<file path="src/rtl/calc_seq_pkg.sv">
// -----------------------------------------------------------------------------
// calc_seq_pkg
// Shared types for the calculator command sequencer:
//   - calc_status_e : calculator Status encoding (what the calculator reports)
//   - OP_*          : 2-bit calculator opcodes
//   - calc_vec_t    : one program vector {a, b, op [, exp_res, exp_flags]}
//   - seq_state_e   : sequencer FSM states (exposed on dbg_state)
//   - status_after  : Status the calculator reports once a field is accepted
// Optional feature macro: CALC_SEQ_SELFCHECK_EN adds expected result/flags
// fields to calc_vec_t.
// -----------------------------------------------------------------------------
package calc_seq_pkg;

  typedef enum logic [2:0] {
    WAIT_A   = 3'd0,
    WAIT_B   = 3'd1,
    WAIT_OP  = 3'd2,
    SHOW_RES = 3'd3
  } calc_status_e;

  localparam logic [1:0] OP_ADD = 2'd0;
  localparam logic [1:0] OP_SUB = 2'd1;
  localparam logic [1:0] OP_AND = 2'd2;
  localparam logic [1:0] OP_OR  = 2'd3;

  typedef struct packed {
    logic [15:0] a;
    logic [15:0] b;
    logic [1:0]  op;
`ifdef CALC_SEQ_SELFCHECK_EN
    logic [15:0] exp_res;
    logic [4:0]  exp_flags;
`endif
  } calc_vec_t;

  typedef enum logic [3:0] {
    S_IDLE      = 4'd0,
    S_LOAD      = 4'd1,
    S_SETUP     = 4'd2,
    S_PULSE     = 4'd3,
    S_GAP       = 4'd4,
    S_CHK       = 4'd5,
    S_WAIT_RES  = 4'd6,
    S_CAPTURE   = 4'd7,
    S_ACK_SETUP = 4'd8,
    S_ACK_PULSE = 4'd9,
    S_ACK_GAP   = 4'd10,
    S_ACK_CHK   = 4'd11,
    S_FIN       = 4'd12,
    S_ERR       = 4'd13
  } seq_state_e;

  // Field 0 (A) moves the calculator WAIT_A -> WAIT_B, field 1 (B)
  // WAIT_B -> WAIT_OP, field 2 (op) WAIT_OP -> SHOW_RES.
  function automatic logic [2:0] status_after(input logic [1:0] fld);
    return {1'b0, fld} + 3'd1;
  endfunction

endpackage

</file>
<file path="src/rtl/calc_vector_rom.sv">
// -----------------------------------------------------------------------------
// calc_vector_rom
// Combinational program ROM for the sequencer. Unused addresses read as zero.
// Ports:
//   vec_idx  in   4   vector address
//   vec      out  calc_vec_t  operand A, operand B, opcode
//                             (+ expected result/flags with CALC_SEQ_SELFCHECK_EN)
// Optional feature macro: CALC_SEQ_SELFCHECK_EN.
// Flag layout used for expected values: [0] zero, [1] carry/borrow,
// [2] negative, [3] signed overflow, [4] reserved (0).
// -----------------------------------------------------------------------------
module calc_vector_rom
  import calc_seq_pkg::*;
(
  input  logic [3:0] vec_idx,
  output calc_vec_t  vec
);

  always_comb begin
    vec = '0;
    case (vec_idx)
`ifdef CALC_SEQ_SELFCHECK_EN
      4'd0: vec = '{a: 16'h003F, b: 16'h0012, op: OP_ADD, exp_res: 16'h0051, exp_flags: 5'b00000};
      4'd1: vec = '{a: 16'h002A, b: 16'h007B, op: OP_ADD, exp_res: 16'h00A5, exp_flags: 5'b00000};
      4'd2: vec = '{a: 16'hFFFF, b: 16'h0001, op: OP_ADD, exp_res: 16'h0000, exp_flags: 5'b00011};
      4'd3: vec = '{a: 16'h0005, b: 16'h0003, op: OP_SUB, exp_res: 16'h0002, exp_flags: 5'b00000};
`else
      4'd0: vec = '{a: 16'h003F, b: 16'h0012, op: OP_ADD};
      4'd1: vec = '{a: 16'h002A, b: 16'h007B, op: OP_ADD};
      4'd2: vec = '{a: 16'hFFFF, b: 16'h0001, op: OP_ADD};
      4'd3: vec = '{a: 16'h0005, b: 16'h0003, op: OP_SUB};
`endif
      default: vec = '0;
    endcase
  end

endmodule

</file>
<file path="src/rtl/calc_cmd_sequencer.sv">
// -----------------------------------------------------------------------------
// calc_cmd_sequencer
// On-board self-test initiator for the calculator's Enter/DataIn entry
// protocol. Replays the vectors of calc_vector_rom: for each vector it enters
// A, B and the opcode, waits for the result, captures ToDisplay/Flags and then
// acknowledges with a fourth pulse (DataIn=0) that returns the calculator to
// WAIT_A.
//
// Entry handshake (the only handshake of this block): the sequencer presents
// a field on DataIn for one cycle with Enter low, raises Enter for ENTER_HOLD
// cycles with DataIn held, drops Enter for ENTER_GAP cycles with DataIn still
// held, and only then treats the field as accepted once Status shows the next
// calculator state. A Status that does not move within TIMEOUT+1 cycles of
// starting to wait ends the run in ERR.
//
// Parameters: N_VEC (1..16), ENTER_HOLD (>=1), ENTER_GAP (>=1), TIMEOUT.
// Ports:
//   clk, reset          clock, synchronous active-high reset
//   start               one-cycle pulse, (re)starts the run from vector 0
//   Enter, DataIn       entry strobe and field value to the calculator
//   ToDisplay, Flags    calculator result and flags
//   Status              calculator state (calc_status_e)
//   res_value/res_flags last captured result; res_valid pulses on update
//   vec_idx             vector in progress / last completed
//   busy, done, error   run status (done/error hold until the next start)
//   dbg_state           current FSM state (seq_state_e)
//   mismatch            (CALC_SEQ_SELFCHECK_EN only) sticky result mismatch
// Optional feature macro: CALC_SEQ_SELFCHECK_EN.
// -----------------------------------------------------------------------------
module calc_cmd_sequencer
  import calc_seq_pkg::*;
#(
  parameter int N_VEC      = 4,
  parameter int ENTER_HOLD = 3,
  parameter int ENTER_GAP  = 3,
  parameter int TIMEOUT    = 255
)
(
  input  logic        clk,
  input  logic        reset,
  input  logic        start,
  output logic        Enter,
  output logic [15:0] DataIn,
  input  logic [15:0] ToDisplay,
  input  logic [4:0]  Flags,
  input  logic [2:0]  Status,
  output logic [15:0] res_value,
  output logic [4:0]  res_flags,
  output logic        res_valid,
  output logic [3:0]  vec_idx,
  output logic        busy,
  output logic        done,
  output logic        error,
  output logic [3:0]  dbg_state
`ifdef CALC_SEQ_SELFCHECK_EN
  ,
  output logic        mismatch
`endif
);

  // Timeout counter holds 0..TIMEOUT; phase counter holds 0..max(HOLD,GAP)-1.
  localparam int TW       = (TIMEOUT < 1) ? 1 : $clog2(TIMEOUT + 1);
  localparam int PH_MAX   = (ENTER_HOLD > ENTER_GAP) ? ENTER_HOLD : ENTER_GAP;
  localparam int PW       = (PH_MAX < 2) ? 1 : $clog2(PH_MAX);

  localparam logic [TW-1:0] TMO_LAST  = TW'(TIMEOUT);
  localparam logic [PW-1:0] HOLD_LAST = PW'(ENTER_HOLD - 1);
  localparam logic [PW-1:0] GAP_LAST  = PW'(ENTER_GAP - 1);
  localparam logic [3:0]    LAST_IDX  = 4'(N_VEC - 1);

  seq_state_e      state, state_nxt;
  logic [3:0]      idx;
  calc_vec_t       cur;
  calc_vec_t       rom_vec;
  logic [1:0]      fld;
  logic [PW-1:0]   ph;
  logic [TW-1:0]   tmr;
  logic            res_seen;
  logic [15:0]     fld_data;
  logic            in_wait;
  logic            in_phase;

  calc_vector_rom u_rom (
    .vec_idx (idx),
    .vec     (rom_vec)
  );

  // Field currently being entered: A, B, then the opcode zero-extended.
  always_comb begin
    fld_data = 16'h0000;
    case (fld)
      2'd0:    fld_data = cur.a;
      2'd1:    fld_data = cur.b;
      default: fld_data = {14'h0000, cur.op};
    endcase
  end

  assign in_wait  = (state == S_CHK) || (state == S_WAIT_RES) || (state == S_ACK_CHK);
  assign in_phase = (state == S_PULSE) || (state == S_GAP) ||
                    (state == S_ACK_PULSE) || (state == S_ACK_GAP);

  // ---------------------------------------------------------------------------
  // Next-state logic
  // ---------------------------------------------------------------------------
  always_comb begin
    state_nxt = state;
    case (state)
      S_IDLE, S_FIN, S_ERR: begin
        if (start) state_nxt = S_LOAD;
      end
      S_LOAD:  state_nxt = S_SETUP;
      S_SETUP: state_nxt = S_PULSE;
      S_PULSE: begin
        if (ph == HOLD_LAST) state_nxt = S_GAP;
      end
      S_GAP: begin
        if (ph == GAP_LAST) state_nxt = S_CHK;
      end
      S_CHK: begin
        if (Status == status_after(fld))
          state_nxt = (fld == 2'd2) ? S_WAIT_RES : S_SETUP;
        else if (tmr == TMO_LAST)
          state_nxt = S_ERR;
      end
      S_WAIT_RES: begin
        // SHOW_RES must be seen once, then one more cycle lets the result
        // settle before it is latched.
        if (res_seen)
          state_nxt = S_CAPTURE;
        else if ((Status != 3'(SHOW_RES)) && (tmr == TMO_LAST))
          state_nxt = S_ERR;
      end
      S_CAPTURE:   state_nxt = S_ACK_SETUP;
      S_ACK_SETUP: state_nxt = S_ACK_PULSE;
      S_ACK_PULSE: begin
        if (ph == HOLD_LAST) state_nxt = S_ACK_GAP;
      end
      S_ACK_GAP: begin
        if (ph == GAP_LAST) state_nxt = S_ACK_CHK;
      end
      S_ACK_CHK: begin
        if (Status == 3'(WAIT_A))
          state_nxt = (idx == LAST_IDX) ? S_FIN : S_LOAD;
        else if (tmr == TMO_LAST)
          state_nxt = S_ERR;
      end
      default: state_nxt = S_IDLE;
    endcase
  end

  // ---------------------------------------------------------------------------
  // State register and datapath
  // ---------------------------------------------------------------------------
  always_ff @(posedge clk) begin
    if (reset) begin
      state     <= S_IDLE;
      idx       <= 4'd0;
      cur       <= '0;
      fld       <= 2'd0;
      ph        <= '0;
      tmr       <= '0;
      res_seen  <= 1'b0;
      res_value <= 16'h0000;
      res_flags <= 5'b00000;
`ifdef CALC_SEQ_SELFCHECK_EN
      mismatch  <= 1'b0;
`endif
    end else begin
      state <= state_nxt;

      // Phase and timeout counters restart on every state change, so each
      // pulse, gap and wait is timed from its own entry.
      if (state_nxt != state)
        ph <= '0;
      else if (in_phase)
        ph <= ph + PW'(1);

      if (state_nxt != state)
        tmr <= '0;
      else if (in_wait)
        tmr <= tmr + TW'(1);

      if (state != S_WAIT_RES)
        res_seen <= 1'b0;
      else if (Status == 3'(SHOW_RES))
        res_seen <= 1'b1;

      case (state)
        S_IDLE, S_FIN, S_ERR: begin
          if (start) begin
            idx <= 4'd0;
`ifdef CALC_SEQ_SELFCHECK_EN
            mismatch <= 1'b0;
`endif
          end
        end
        S_LOAD: begin
          cur <= rom_vec;
          fld <= 2'd0;
        end
        S_CHK: begin
          if (state_nxt == S_SETUP) fld <= fld + 2'd1;
        end
        S_WAIT_RES: begin
          // Latch on the way into CAPTURE so res_value/res_flags already
          // hold the new result while res_valid is high.
          if (state_nxt == S_CAPTURE) begin
            res_value <= ToDisplay;
            res_flags <= Flags;
`ifdef CALC_SEQ_SELFCHECK_EN
            if ((ToDisplay != cur.exp_res) || (Flags != cur.exp_flags))
              mismatch <= 1'b1;
`endif
          end
        end
        S_ACK_CHK: begin
          if (state_nxt == S_LOAD) idx <= idx + 4'd1;
        end
        default: ;
      endcase
    end
  end

  // ---------------------------------------------------------------------------
  // Moore outputs
  // ---------------------------------------------------------------------------
  always_comb begin
    Enter     = 1'b0;
    DataIn    = 16'h0000;
    busy      = 1'b1;
    done      = 1'b0;
    error     = 1'b0;
    res_valid = 1'b0;
    case (state)
      S_IDLE:                 busy = 1'b0;
      S_FIN:  begin           busy = 1'b0; done  = 1'b1; end
      S_ERR:  begin           busy = 1'b0; error = 1'b1; end
      S_SETUP, S_GAP, S_CHK:  DataIn = fld_data;
      S_PULSE: begin
        Enter  = 1'b1;
        DataIn = fld_data;
      end
      S_ACK_PULSE:            Enter = 1'b1;
      S_CAPTURE:              res_valid = 1'b1;
      default: ;
    endcase
  end

  assign vec_idx   = idx;
  assign dbg_state = state;

endmodule

</file>
<file path="config.mk">
export PLATFORM = sky130hd
export DESIGN_NAME = calc_cmd_sequencer
export DESIGN_NICKNAME = d
export VERILOG_FILES = /design/src/rtl/calc_seq_pkg.sv /design/src/rtl/calc_vector_rom.sv /design/src/rtl/calc_cmd_sequencer.sv
export SDC_FILE = /design/constraint.sdc
export NUM_CORES = 1
export LEC_CHECK = 0
export BUFFER_PORTS_ARGS = -buffer_cell sky130_fd_sc_hd__buf_2
export CAP_MARGIN = 25
export CELL_PAD_IN_SITES_DETAIL_PLACEMENT = 0
export CELL_PAD_IN_SITES_GLOBAL_PLACEMENT = 1
export CORE_MARGIN = 2
export CORE_UTILIZATION = 41
export CTS_CLUSTER_DIAMETER = 80
export CTS_CLUSTER_SIZE = 40
export DETAILED_ROUTE_END_ITERATION = 7
export GPL_ROUTABILITY_DRIVEN = 0
export PLACE_DENSITY_LB_ADDON = 0.1
export SLEW_MARGIN = 10
export SYNTH_ARGS = -nofsm -noshare
export SYNTH_HDL_FRONTEND = slang
export SYNTH_HIERARCHICAL = 1
export SYNTH_SLANG_ARGS = --single-unit
</file>
<file path="constraint.sdc">
create_clock -name clk -period 3.4 [get_ports clk]
set_clock_uncertainty 0.1 [all_clocks]
set_input_delay 0.85 -clock clk [delete_from_list [all_inputs] [get_ports clk]]
set_output_delay 0.85 -clock clk [all_outputs]
set_load 0.05 [all_outputs]
</file>
# Word-level counts from Yosys, hierarchy flattened
# Index checks and enable logic that the tools add are counted.
[word_totals]
register_bits = 76
[op_classes]
mux = 26
n_reduce_logical = 20
n_addsub = 5
n_eq_ne = 31
[ops]
columns = ["operator", "count"]
rows = [
  ["$pmux W34 S4", 1],
  ["$mux W4", 13],
  ["$pmux W4 S12", 1],
  ["$pmux W16 S2", 1],
  ["$eq A4 B4 Y1 const B", 6],
  ["$eq A4 B2 Y1 const B", 5],
  ["$eq A4 B3 Y1 const B", 5],
  ["$mux W16", 1],
  ["$eq A4 B1 Y1 const B", 3],
  ["$add A8 B1 Y8 const B", 1],
  ["$eq A8 B8 Y1 const B", 1],
  ["$logic_not A4 Y1", 2],
  ["$pmux W4 S2", 1],
  ["$ne A2 B1 Y1 const B", 3],
  ["$reduce_or A2 Y1", 3],
  ["$logic_or A1 B1 Y1", 5],
  ["$mux W1", 5],
  ["$add A2 B1 Y2 const B", 2],
  ["$add A4 B1 Y4 const B", 1],
  ["$eq A2 B2 Y1 const B", 2],
  ["$ne A4 B3 Y1 const B", 1],
  ["$ne A4 B4 Y1", 1],
  ["$pmux W2 S2", 1],
  ["$reduce_and A2 Y1", 2],
  ["other kinds (14)", 15],
]

# Logic depth before layout (Yosys ltp)
[depth]
word_depth = 8
mapped_depth = 9
mapped_depth_nobuf = 8

# Hierarchy
# The synthesis kept the hierarchy.
[modules_own_cells]
columns = ["mod", "instances", "seq_area_each_um2", "area_each_um2", "cells_each"]
rows = [
  ["calc_cmd_sequencer", 1, 1521.5, 3696.0, 481],
  ["calc_vector_rom", 1, 0.0, 274.0, 39],
]

# Worst setup path after synthesis
# No wires, ideal clock.
[synth_path]
kind = "reg2out"
startpoint = "reg state[3] (netlist: dbg_state[3])"
endpoint = "out Enter"
arrival_time_ns = 2.344
path_buffers = 2
required_time_ns = 2.450
setup_slack_ns = 0.106
stages_incl_launch_ff = 5
path_cell_list = "dfxtp_1 > buf_4 > clkbuf_1 > xnor2_1 > nor3_1"
[synth_between]
elab_chain_len = 3
word_cells_on_any_way = 4
classes_between = "2 x eq/ne; 1 x mux; 1 x reduce/logical"
[synth_rtl]
columns = ["element", "line_no", "source"]
rows = [
  ["from (decl)", "calc_cmd_sequencer.sv:71", "seq_state_e state, state_nxt;"],
  ["from (signal assigned)", "calc_cmd_sequencer.sv:169", "state <= state_nxt;"],
  ["$eq A4 B2 Y1 or $eq A4 B4 Y1 (tied branches)", "calc_cmd_sequencer.sv:234", "case (state)"],
  ["$reduce_or A2 Y1 (no source line) *", "n/a", ""],
  ["$mux W1 *", "calc_cmd_sequencer.sv:234", ""],
  ["to (decl)", "calc_cmd_sequencer.sv:42", "output logic Enter,"],
]
# Mark *: on every way between the ends. The rest lies on a longest branch, timed or not.

# Final worst setup path
[layout_path]
startpoint = "reg state[1] (netlist: dbg_state[1])"
endpoint = "out DataIn[14]"
[layout_between]
elab_chain_len = 3
word_cells_on_any_way = 6
classes_between = "4 x eq/ne; 1 x mux; 1 x reduce/logical"
[layout_rtl]
columns = ["element", "line_no", "source"]
rows = [
  ["$eq A4 B3 Y1 or $eq A4 B2 Y1 (tied branches)", "calc_cmd_sequencer.sv:234", ""],
  ["$reduce_or A4 Y1 (no source line) *", "n/a", ""],
  ["$mux W16 *", "calc_cmd_sequencer.sv:234", ""],
  ["to (decl)", "calc_cmd_sequencer.sv:43", "output logic [15:0] DataIn,"],
]
# Marks and branches as above.

==> qor_table.md <==
| Metric | Reported |
|:---|:---|
| Post-DR wirelength/cell | 13.80 µm |
| Actual slew at the worst max-slew pin | 803.7 ps |
| Fillcell total | 979 |
| Number of buffers inserted to repair setup after CTS | 0 |
| Total Neg Setup Slack | 0 ps |
| Standby leakage power | 1.746 nW |
| Final Core Density | 48.17% |
| Category of the worst setup path capture point | primary output |
| First-pass iteration count of the detailed router | 4 |
| Area used by sequential logic in the layout | 1521 µm² |
| Non-filler cells in the finished layout | 704 |
| Post-route antenna net violation count | 0 |
| Class of the most critical hold timing path | flop to flop |
| Share of layout cells above drive strength 1 | 19.83% |
| Die H | 102.4 µm |
| EDFF count, synth | 0 |
| Number of DRC markers after the initial detailed-route iteration | 150 |
| Result of the run | finished clean |
| Pin count of the biggest net entering global routing | 37 |
| Initial antenna violation count | 0 |
| Min cycle time layout | 3096 ps |
| Cell count after synthesis | 520 |
| Total number of vias | 3,566 |
| CTS H-tree depth | 3 |
| Worst endpoint data arrival time | 2150 ps |
| Synth Flop Type | sky130_fd_sc_hd__dfxtp_1 |
| Cts hold-fix bufs | 0 |
| TritonCTS buffer count | 9 |
| Total congestion overflow after global routing | 0 |
| Overall die area | 10,490 µm² |
| Post-synth cell types | 61 |
| Syn Area/Cell | 7.635 µm² |
| Per-cell via count in the routed design | 5.065 |
| Final total power | 1.888 mW |
| Leading cell type in the layout, fill and taps excluded | sky130_fd_sc_hd__nand2_1 |
| Yosys synthesis warning count | 6 |
| Count of standard-cell rows | 35 |
| Area of the core | 9328 µm² |
| Chip Width | 102.4 µm |
| DRC violations left | 0 |
| Post-synthesis instance area | 3970 µm² |
| Power per standard cell area | 420.2 nW/µm² |
| Post-DP HPWL | 6659 µm |
| Multi-input gate area in the final layout | 2110 µm² |
| Worst Path Max Fanout | 16 |
| Final #Nets | 605 |
| Leading cell types in the layout, fill and taps excluded | sky130_fd_sc_hd__nand2_1, sky130_fd_sc_hd__dfxtp_1, sky130_fd_sc_hd__buf_2 |
| Worst Path Required | 2450 ps |
| Effective utilization at floorplan | 42.56% |
| RSZ-0062 raised after global routing | no |
| Number of maximum-capacitance constraint violations | 0 |
| Ports placed on the boundary | 77 |
| Inst Count DP | 689 |
| ANT cells | 0 |
| Peak supply drop | 0.1985 mV |
| Final-report max-slew violation count | 0 |
| Clock latency on the worst-skew pair | 350 ps |
| Clock tree from TritonCTS | done |
| Max Clock Freq | 0.3229 GHz |
| Worst rel slew slack | 46.42% |
| Category of the critical setup timing path | flop to primary output |
| Post-synthesis register bit count | 76 |
| Worst-case clock buffer depth | 2 |
| Synth-to-layout area growth | 13.17% |
| Overall routing resource usage | 18.95% |
| TritonCTS sink count | 76 |
| Clock-pin slew reported for the worst setup and hold paths after clock tree synthesis | 90 ps |
| Share of async-settable or async-resettable flops after synthesis | 0% |
| Port-buffer cells | 76 |
| Cells resized by post-CTS repair | 0 |
| Setup violators final | 0 |
| Share of the yosys chip area belonging to registers | 38.32% |
| Final worst path period share | 91.07% |
| Startpoint Class | flop |
| Root cell of the clock tree | sky130_fd_sc_hd__clkbuf_8 |
| Final Routed Wirelength | 9715 µm |
| Hold Vio Cnt, Final | 0 |
| Number of global-route vias before repair | 3,218 |
| First-pass GRT wire length | 15,670 µm |
## registers in the layout (all words and copies together), names as in the netlist
register and flops:
cur 34, tmr 8, fld 2, ph 2, vec_idx 4, res_flags 5
res_value 16, res_seen 1, dbg_state 4
## stage by stage
step / instance area (µm²) / hold slack, ps / setup WS, ps
final: 4493 / 352.2 / 303.5
after global routing: 4493 / 377.2 / 155.6
after CTS: 4493 / 357.7 / 299.2
after detailed placement: 4304 / 345.1 / 361.7
after global placement: 4304 / 339.8 / 408.3
after floorplan: 4008 / 336.0 / 105.7
## critical path, stage by stage (launching register included)
cell and delay [ps]:
sky130_fd_sc_hd__dfxtp_1 660, sky130_fd_sc_hd__buf_4 260, sky130_fd_sc_hd__nor2b_1 140, sky130_fd_sc_hd__o21ai_1 60, sky130_fd_sc_hd__buf_4 210, sky130_fd_sc_hd__nor2_1 170
sky130_fd_sc_hd__buf_2 290
## metal layers
layer / track usage [%] / wire (µm) / part of all wire [%]
met5: 0 / 0 / 0
met1: 24.77 / 4686 / 48
met2: 31.12 / 4550 / 47
met3: 3.830 / 359 / 3.7
met4: 6.769 / 118 / 1.2
## final timing paths
check	startpoint	end	slack, ps	cells after the start
setup / recovery	dbg_state[1]$_SDFF_PP0_	DataIn[14]	300	6
hold / removal	res_value[0]$_SDFFE_PP0P_	res_value[0]$_SDFFE_PP0P_	350	2
setup reg to reg	fld[0]$_SDFFE_PP0P_	vec_idx[0]$_SDFFE_PP0P_	470	8
hold reg to reg	res_value[0]$_SDFFE_PP0P_	res_value[0]$_SDFFE_PP0P_	350	2
## where the power goes
group / internal (mW) / total (mW) / leakage, nW / switching [mW]
combinational: 0.0897 / 0.259 / 1.04 / 0.169
clock: 0.337 / 0.689 / 0.0955 / 0.352
sequential: 0.915 / 0.940 / 0.615 / 0.0254
## cell usage after synthesis (all sizes together), types with 3 or more instances
cell	n	area share [%]
a21oi	69	8.7
a22oi	17	3.2
and2	7	1.1
buf	34	6.3
clkbuf	24	2.3
dfxtp	76	38
ha	7	2.2
inv	10	0.95
mux2i	3	0.76
nand2	130	12
nand2b	5	0.79
nand3	7	0.88
nand4	6	0.95
nor2	38	3.6
nor3	14	2.1
nor3b	3	0.57
o211ai	3	0.57
o21ai	4	0.50
or3b	3	0.66
xnor2	10	2.4
xor2	3	0.66
## layout make-up
class	count	share of cell area [%]
Inverter	11	0.9190
Sequential cell	76	33.86
Tap cell	129	3.592
Clock inverter	6	1.448
Multi-Input combinational cell	385	46.95
Timing Repair Buffer	88	10.47
Clock buffer	9	2.757
## logic make-up (layout without fill, tap and decap cells)
group	after synthesis	count (layout)	share of synthesized area, %
xor+xnor	13	13	3.057
fa+ha+maj	7	7	2.206
other cells	1	11	0.09446
mux	5	5	1.324
compound gates	113	113	17.30
flops	76	76	38.32
buf+inv	69	114	9.612
simple gates	236	236	28.08
No activity file was read; power rests on OpenSTA's default activity.
